===== config.mk =====
export PLATFORM = sky130hd
export DESIGN_NAME = uart_tx_param
export DESIGN_NICKNAME = d
export VERILOG_FILES = /design/src/rtl/uart_tx_param.sv
export SDC_FILE = /design/constraint.sdc
export NUM_CORES = 1
export LEC_CHECK = 0
export CAP_MARGIN = 20
export CORE_MARGIN = 5
export CORE_UTILIZATION = 55
export CTS_CLUSTER_DIAMETER = 120
export DETAILED_ROUTE_END_ITERATION = 10
export PLACE_DENSITY = 0.83
export SYNTH_ARGS = -nofsm -noshare
export SYNTH_HDL_FRONTEND = slang
export SYNTH_SLANG_ARGS = --single-unit

===== constraint.sdc =====
create_clock -name clk -period 1.9 [get_ports clk]
set_input_delay 0.38 -clock clk [delete_from_list [all_inputs] [get_ports clk]]
set_output_delay 0.38 -clock clk [all_outputs]
set_load 0.05 [all_outputs]

===== src/rtl/uart_tx_param.sv =====
// rtl/uart_tx_param.sv - parametrised UART transmitter fed by a valid/ready word handshake
// Frame: start, DATA_BITS LSB first, optional parity, STOP_BITS stop bits; tx is registered.
module uart_tx_param #(
  parameter int CLK_FREQ     = 10000000,
  parameter int BAUDRATE     = 115200,
  parameter int DATA_BITS    = 8,
  parameter int PARITY       = 0,
  parameter int STOP_BITS    = 1,
  parameter int CLKS_PER_BIT = CLK_FREQ / BAUDRATE
) (
  input  logic                 clk,
  input  logic                 rst,
  input  logic [DATA_BITS-1:0] tx_data,
  input  logic                 tx_valid,
  output logic                 tx_ready,
  output logic                 busy,
  output logic                 tx
);

  localparam int CW = $clog2(CLKS_PER_BIT);
  localparam int IW = $clog2(DATA_BITS);
  localparam logic [CW-1:0] CNT_LAST  = CW'(CLKS_PER_BIT - 1);
  localparam logic [IW-1:0] DATA_LAST = IW'(DATA_BITS - 1);
  localparam logic [IW-1:0] STOP_LAST = IW'(STOP_BITS - 1);

  generate
    if (CLKS_PER_BIT < 2) begin : g_bad_clks_per_bit
      $error("uart_tx_param: CLKS_PER_BIT must be >= 2");
    end
    if (DATA_BITS < 5 || DATA_BITS > 9) begin : g_bad_data_bits
      $error("uart_tx_param: DATA_BITS must be 5..9");
    end
    if (PARITY < 0 || PARITY > 2) begin : g_bad_parity
      $error("uart_tx_param: PARITY must be 0, 1 or 2");
    end
    if (STOP_BITS != 1 && STOP_BITS != 2) begin : g_bad_stop_bits
      $error("uart_tx_param: STOP_BITS must be 1 or 2");
    end
  endgenerate

  typedef enum logic [2:0] {S_IDLE, S_START, S_DATA, S_PARITY, S_STOP} state_t;

  state_t               state;
  logic [CW-1:0]        cnt;
  logic [IW-1:0]        idx;
  logic [DATA_BITS-1:0] shreg;
  logic                 par_bit;
  logic                 bit_done;

  assign bit_done = (cnt == CNT_LAST);
  assign busy     = ~tx_ready;

  always_ff @(posedge clk) begin
    if (rst) begin
      state    <= S_IDLE;
      tx       <= 1'b1;
      tx_ready <= 1'b1;
      cnt      <= '0;
      idx      <= '0;
      shreg    <= '0;
      par_bit  <= 1'b0;
    end else begin
      // Bit-period counter runs in every non-idle state and wraps at each bit boundary.
      if (state != S_IDLE) begin
        cnt <= bit_done ? '0 : cnt + CW'(1);
      end
      case (state)
        S_IDLE: begin
          if (tx_valid) begin
            shreg    <= tx_data;
            par_bit  <= (PARITY == 1) ? ~(^tx_data) : (^tx_data);
            state    <= S_START;
            tx       <= 1'b0;
            tx_ready <= 1'b0;
            cnt      <= '0;
            idx      <= '0;
          end
        end
        S_START: begin
          if (bit_done) begin
            state <= S_DATA;
            tx    <= shreg[0];
          end
        end
        S_DATA: begin
          if (bit_done) begin
            shreg <= shreg >> 1;
            if (idx == DATA_LAST) begin
              idx <= '0;
              if (PARITY != 0) begin
                state <= S_PARITY;
                tx    <= par_bit;
              end else begin
                state <= S_STOP;
                tx    <= 1'b1;
              end
            end else begin
              idx <= idx + IW'(1);
              tx  <= shreg[1];
            end
          end
        end
        S_PARITY: begin
          if (bit_done) begin
            state <= S_STOP;
            tx    <= 1'b1;
          end
        end
        S_STOP: begin
          // idx is reused to count stop bits.
          if (bit_done) begin
            if (idx == STOP_LAST) begin
              idx      <= '0;
              state    <= S_IDLE;
              tx_ready <= 1'b1;
            end else begin
              idx <= idx + IW'(1);
            end
          end
        end
        default: begin
          state    <= S_IDLE;
          tx       <= 1'b1;
          tx_ready <= 1'b1;
        end
      endcase
    end
  end

endmodule

# After elaboration in Yosys (flattened, before gate mapping)
# Cells that the tools add are included.
[word_totals] register_bits=23 inputBits=11 output_inout_bits=3 word_cells=65
[op_classes] addsub=2 eq_ne=13 n_mux=30 bitwise=3 n_reduce_logical=11
[op_table] op="$mux 3" n=12
[op_table] op="$mux 7" n=4
[op_table] op="$mux 8" n=2
[op_table] op="$pmux 8 s2" n=1
[op_table] op="$pmux 3 s5" n=1
[op_table] op="$ne 2x2->1 const B" n=7
[op_table] op="$pmux 3 s3" n=1
[op_table] op="$reduce_and 4->1" n=2
[op_table] op="$add 7x1->7 const B" n=1
[op_table] op="$eq 7x7->1 const B" n=1
[op_table] op="$mux 1" n=7
[op_table] op="$reduce_and 7->1" n=1
[op_table] op="$eq 3x2->1 const B" n=2
[op_table] op="$eq 3x3->1 const B" n=2
[op_table] op="$logic_not 3->1" n=2
[op_table] op="$reduce_bool 3->1" n=2
[op_table] op="$pmux 1 s5" n=1
[op_table] op="$reduce_and 5->1" n=1
[op_table] op="$add 3x1->3 const B" n=1
[op_table] op="$eq 3x1->1 const B" n=1
[op_table] op="$not 1->1" n=3
[op_table] op="$pmux 1 s3" n=1
[op_table] op="$reduce_and 3->1" n=1
[op_table] op="$reduce_or 3->1" n=1
[op_table] op="$reduce_bool 2->1" n=1

# Logic depth before layout (Yosys ltp)
[logic_depth] depth_word=5 mapped_depth=6 depth_no_buf=6

# Least setup slack after synthesis
# No wires, ideal clock.
[synth_timing] path_type="reg2reg" from="register tx_ready (netlist name)" to="register tx_ready" setup_ns=0.122 t_arrival_ns=1.404 required_time_ns=1.778 setup_slack_ns=0.374 path_stages_with_launch=5 n_path_buf=0 synth_period_minus_slack_ns=1.526 path_cell_list="dfxtp_1 inv_1 a21oi_1 a2bb2oi_1 a311o_1"
[synth_rtl] item="end signal: assignment" line_no="57" rtl="tx_ready <= 1'b1;"
[synth_rtl] item="end signal: assignment" line_no="74" rtl="tx_ready <= 1'b0;"
[synth_rtl] item="end signal: assignment" line_no="115" rtl="tx_ready <= 1'b1;"
[synth_rtl] item="end: declaration" line_no="15" rtl="output logic tx_ready,"

# Worst setup path in the final report
[layout_timing] from="register cnt[3]" to="register cnt[4]"
[layout_via] elab_chain_len=5 elab_cells_between_ends=6 classes_between="add/sub (1); eq/ne (1); mux (4)"
[layout_lines] item="start: declaration" line_no="44" rtl="logic [CW-1:0] cnt;"
[layout_lines] item="start signal: assignment" line_no="65" rtl="cnt <= bit_done ? '0 : cnt + CW'(1);"
[layout_lines] item="$add 7x1->7 or $eq 7x7->1 (tied branches)" line_no="65, 50"
[layout_lines] item="$mux 7 *" line_no="65"
[layout_lines] item="$mux 7 *" line_no="64" rtl="if (state != S_IDLE) begin"
[layout_lines] item="$mux 7" line_no="69" rtl="if (tx_valid) begin"
[layout_lines] item="$mux 7 *" line_no="67" rtl="case (state)"
# Mark *: on every way between the ends. The rest lies on a longest branch, timed or not.
# A chain may end at the register's enable or synchronous reset.

==> results_dict.tcl <==
set metrics [dict create \
    synth.net_count 167 \
    post_layout_nonfiller_instances 193 \
    grt_pass1_wl_mm 5.16 \
    track_usage_pct 19.0 \
    wirelength_mm 2.98 \
    synth-edff-count 0 \
    holdWs_ps 487 \
    core_mm2 0.00225 \
    antenna_found_initial 0 \
    clock_latency_ps 320 \
    hold_buffers 0 \
    rsz0062_at_grt "no" \
    fillCellCount 199 \
    chipHeight_um 58.9 \
    fin_crit_sh_pct 87.7 \
    avgSynthCellArea_um2 8.71 \
    crit_type "flop to flop" \
    setup_violations 0 \
    critPathRequiredTime_ps 2130 \
    synthXorXnorAreaFrac_pct 0 \
    vias_per_cell 6.33 \
    synth-compound-area-share_pct 24.8 \
    synth_area_mm2 0.00132 \
    muxShareOfSynthArea_pct 8.37 \
    fin_util_pct 67.0 \
    io_pins 14 \
    tightest_slew_ps 501 \
    ys.flop_type "dfxtp_1" \
    finClkSkew_ps 7.59 \
    ys_types 41 \
    start_util_pct 58.3 \
    dieArea_mm2 0.00347 \
    drc 0 \
    slew_viol_final 0 \
    ant_nets 0 \
    hp-class "flop to flop" \
    synth_common_cells "dfxtp_1, a21oi_1, mux2i_1, nand2_1, o21ai_0" \
    async_reset_ff_share_pct 0 \
    placed_cell_area_mm2 0.00148 \
    fin_area_mm2 0.00151 \
    critPathMaxFanout 10 \
    slew_headroom_pct 66.5 \
    outcome "finished, final reports clean" \
    drtIter0Drc 98 \
    critPathCaptureType "flop" \
    vias 1222 \
    clockBufferDepth 2 \
    synth_most_common_cell "dfxtp_1" \
    crit_chain "and4bb_4, a31oi_1, buf_4, a41oi_1, a311oi_1" \
    fin_total_pwr_mw 0.921 \
    synth-warning-count 0 \
    ctsHtreeMaxLevel 1 \
    fmax_ghz 0.600 \
    cts_root_buffer "clkbuf_4" \
    cts_tree "done" \
    num_antenna_cells 0 \
    post-cts-setup-buffer-count 0 \
    clkSinkCount 23 \
    ir_drop_v 0.000569 \
    clkTransAtPathRegs_ps 130 \
    grt_pass1_vias 1210 \
    drive_above_1_share_pct 10.3 \
    synth_area_leaders "dfxtp_1, mux2i_1, a21oi_1" \
    cp-start-kind "flop" \
    synth_top_cell_by_area "dfxtp_1" \
    place_ws_ps 75.7 \
    cts_buffers 3 \
    period_needed_ps 1670 \
    setup_tns_ps 0 \
    critical_path.top_delay_family "compound AO/OA/AOI/OAI gates" \
    setup_ws_ps 233 \
    leakagePower_nw 0.532 \
    maxCapViolations 0 \
    hold_viol 0 \
    cts_resized 0 \
    grt.overflow.total 0 \
    drt_pre_antenna_iters 4 \
    synthSimpleGateAreaFrac_pct 21.1 \
    num-nets-final 182 \
    power_density_mw_per_mm2 610 \
    slowest_delay_ps 480 \
    rows 17 \
    yosysTopAreaCellShare_pct 35.0 \
    die_x_um 58.9 \
    numPortBuffers 13 \
    synth_seq_area_share_pct 35.0 \
    ys_seq_elements 23 \
    gp_congestion 0.872 \
    synth_top_family_by_area "compound AO/OA/AOI/OAI gates" \
    dpl.hpwl_mm 2.21 \
    cp_slowest_cell "dfxtp_1" \
    syn_inst 151 \
    post_drt_wl_per_cell_um 15.4 \
    synthToLayoutAreaGrowth_pct 14.8 \
    grt_max_degree 17 \
    place_inst 189 \
    crit_buf_inv 1 \
    arrival_ps 1900 \
    yosys.area_share.adder_pct 4.76 \
]
## layer usage
metal / GRT usage [%] / vias to the layer above / wire length [um]
li1: - / 598 / -
met3: 5.70 / 4 / 160
met4: 5.50 / 0 / 36
met5: 0 / - / 0
met1: 21.9 / 582 / 1300
met2: 33.4 / 38 / 1490
## state kept, by name, indices dropped and copies added (netlist names)
register	cells
tx	1
shreg	8
state	3
tx_ready	1
cnt	7
idx	3
## tightest hold or removal path, cell delays in order, from the launching register on
cell and delay, ps:
dfxtp_1 330, o21ai_0 70, a21oi_1 60
## report_power, final
group / internal, mW / switching, mW
Sequential: 0.502 / 0.0152
Clock: 0.0789 / 0.155
Combinational: 0.0731 / 0.0958
## final timing paths
path	slack, ps	to	cells after the start	from
worst min register to register	490	shreg[3]$_SDFFE_PP0P_	2	shreg[3]$_SDFFE_PP0P_
worst max-delay path	230	cnt[4]$_SDFF_PP0_	5	cnt[3]$_SDFF_PP0_
worst max register to register	230	cnt[4]$_SDFF_PP0_	5	cnt[3]$_SDFF_PP0_
worst min-delay path	490	shreg[3]$_SDFFE_PP0P_	2	shreg[3]$_SDFFE_PP0P_
## layout make-up
cell class | instances | area [um2] | area share (%)
Clock buffer | 3 | 22.5 | 1.49
Clock inverter | 1 | 5.00 | 0.331
Sequential cell | 23 | 460 | 30.5
Multi-Input combinational cell | 111 | 777 | 51.4
Tap cell | 28 | 35.0 | 2.32
Timing Repair Buffer | 21 | 188 | 12.4
Inverter | 6 | 22.5 | 1.49
## kinds of logic after synthesis
| kind of cell | Yosys count |
|---|---|
| muxes | 11 |
| and+or+nand+nor | 49 |
| buffers and inverters | 17 |
| DFF | 23 |
| AOI/OAI and AO/OA | 46 |
| adders and majority gates | 5 |
## placed cells by master, fill, tap and decap left out, drive strengths merged, types with 3 or more instances in the layout
cell	n
a21oi	15
a311oi	5
a41oi	3
buf	10
clkbuf	3
clkdlybuf4s50	10
dfxtp	23
ha	5
inv	5
mux2i	11
nand2	10
nand2b	4
nand3	4
nor2	5
nor2b	3
nor3	5
o21ai	9
or3	7
Power figures use the tool's default switching activity.
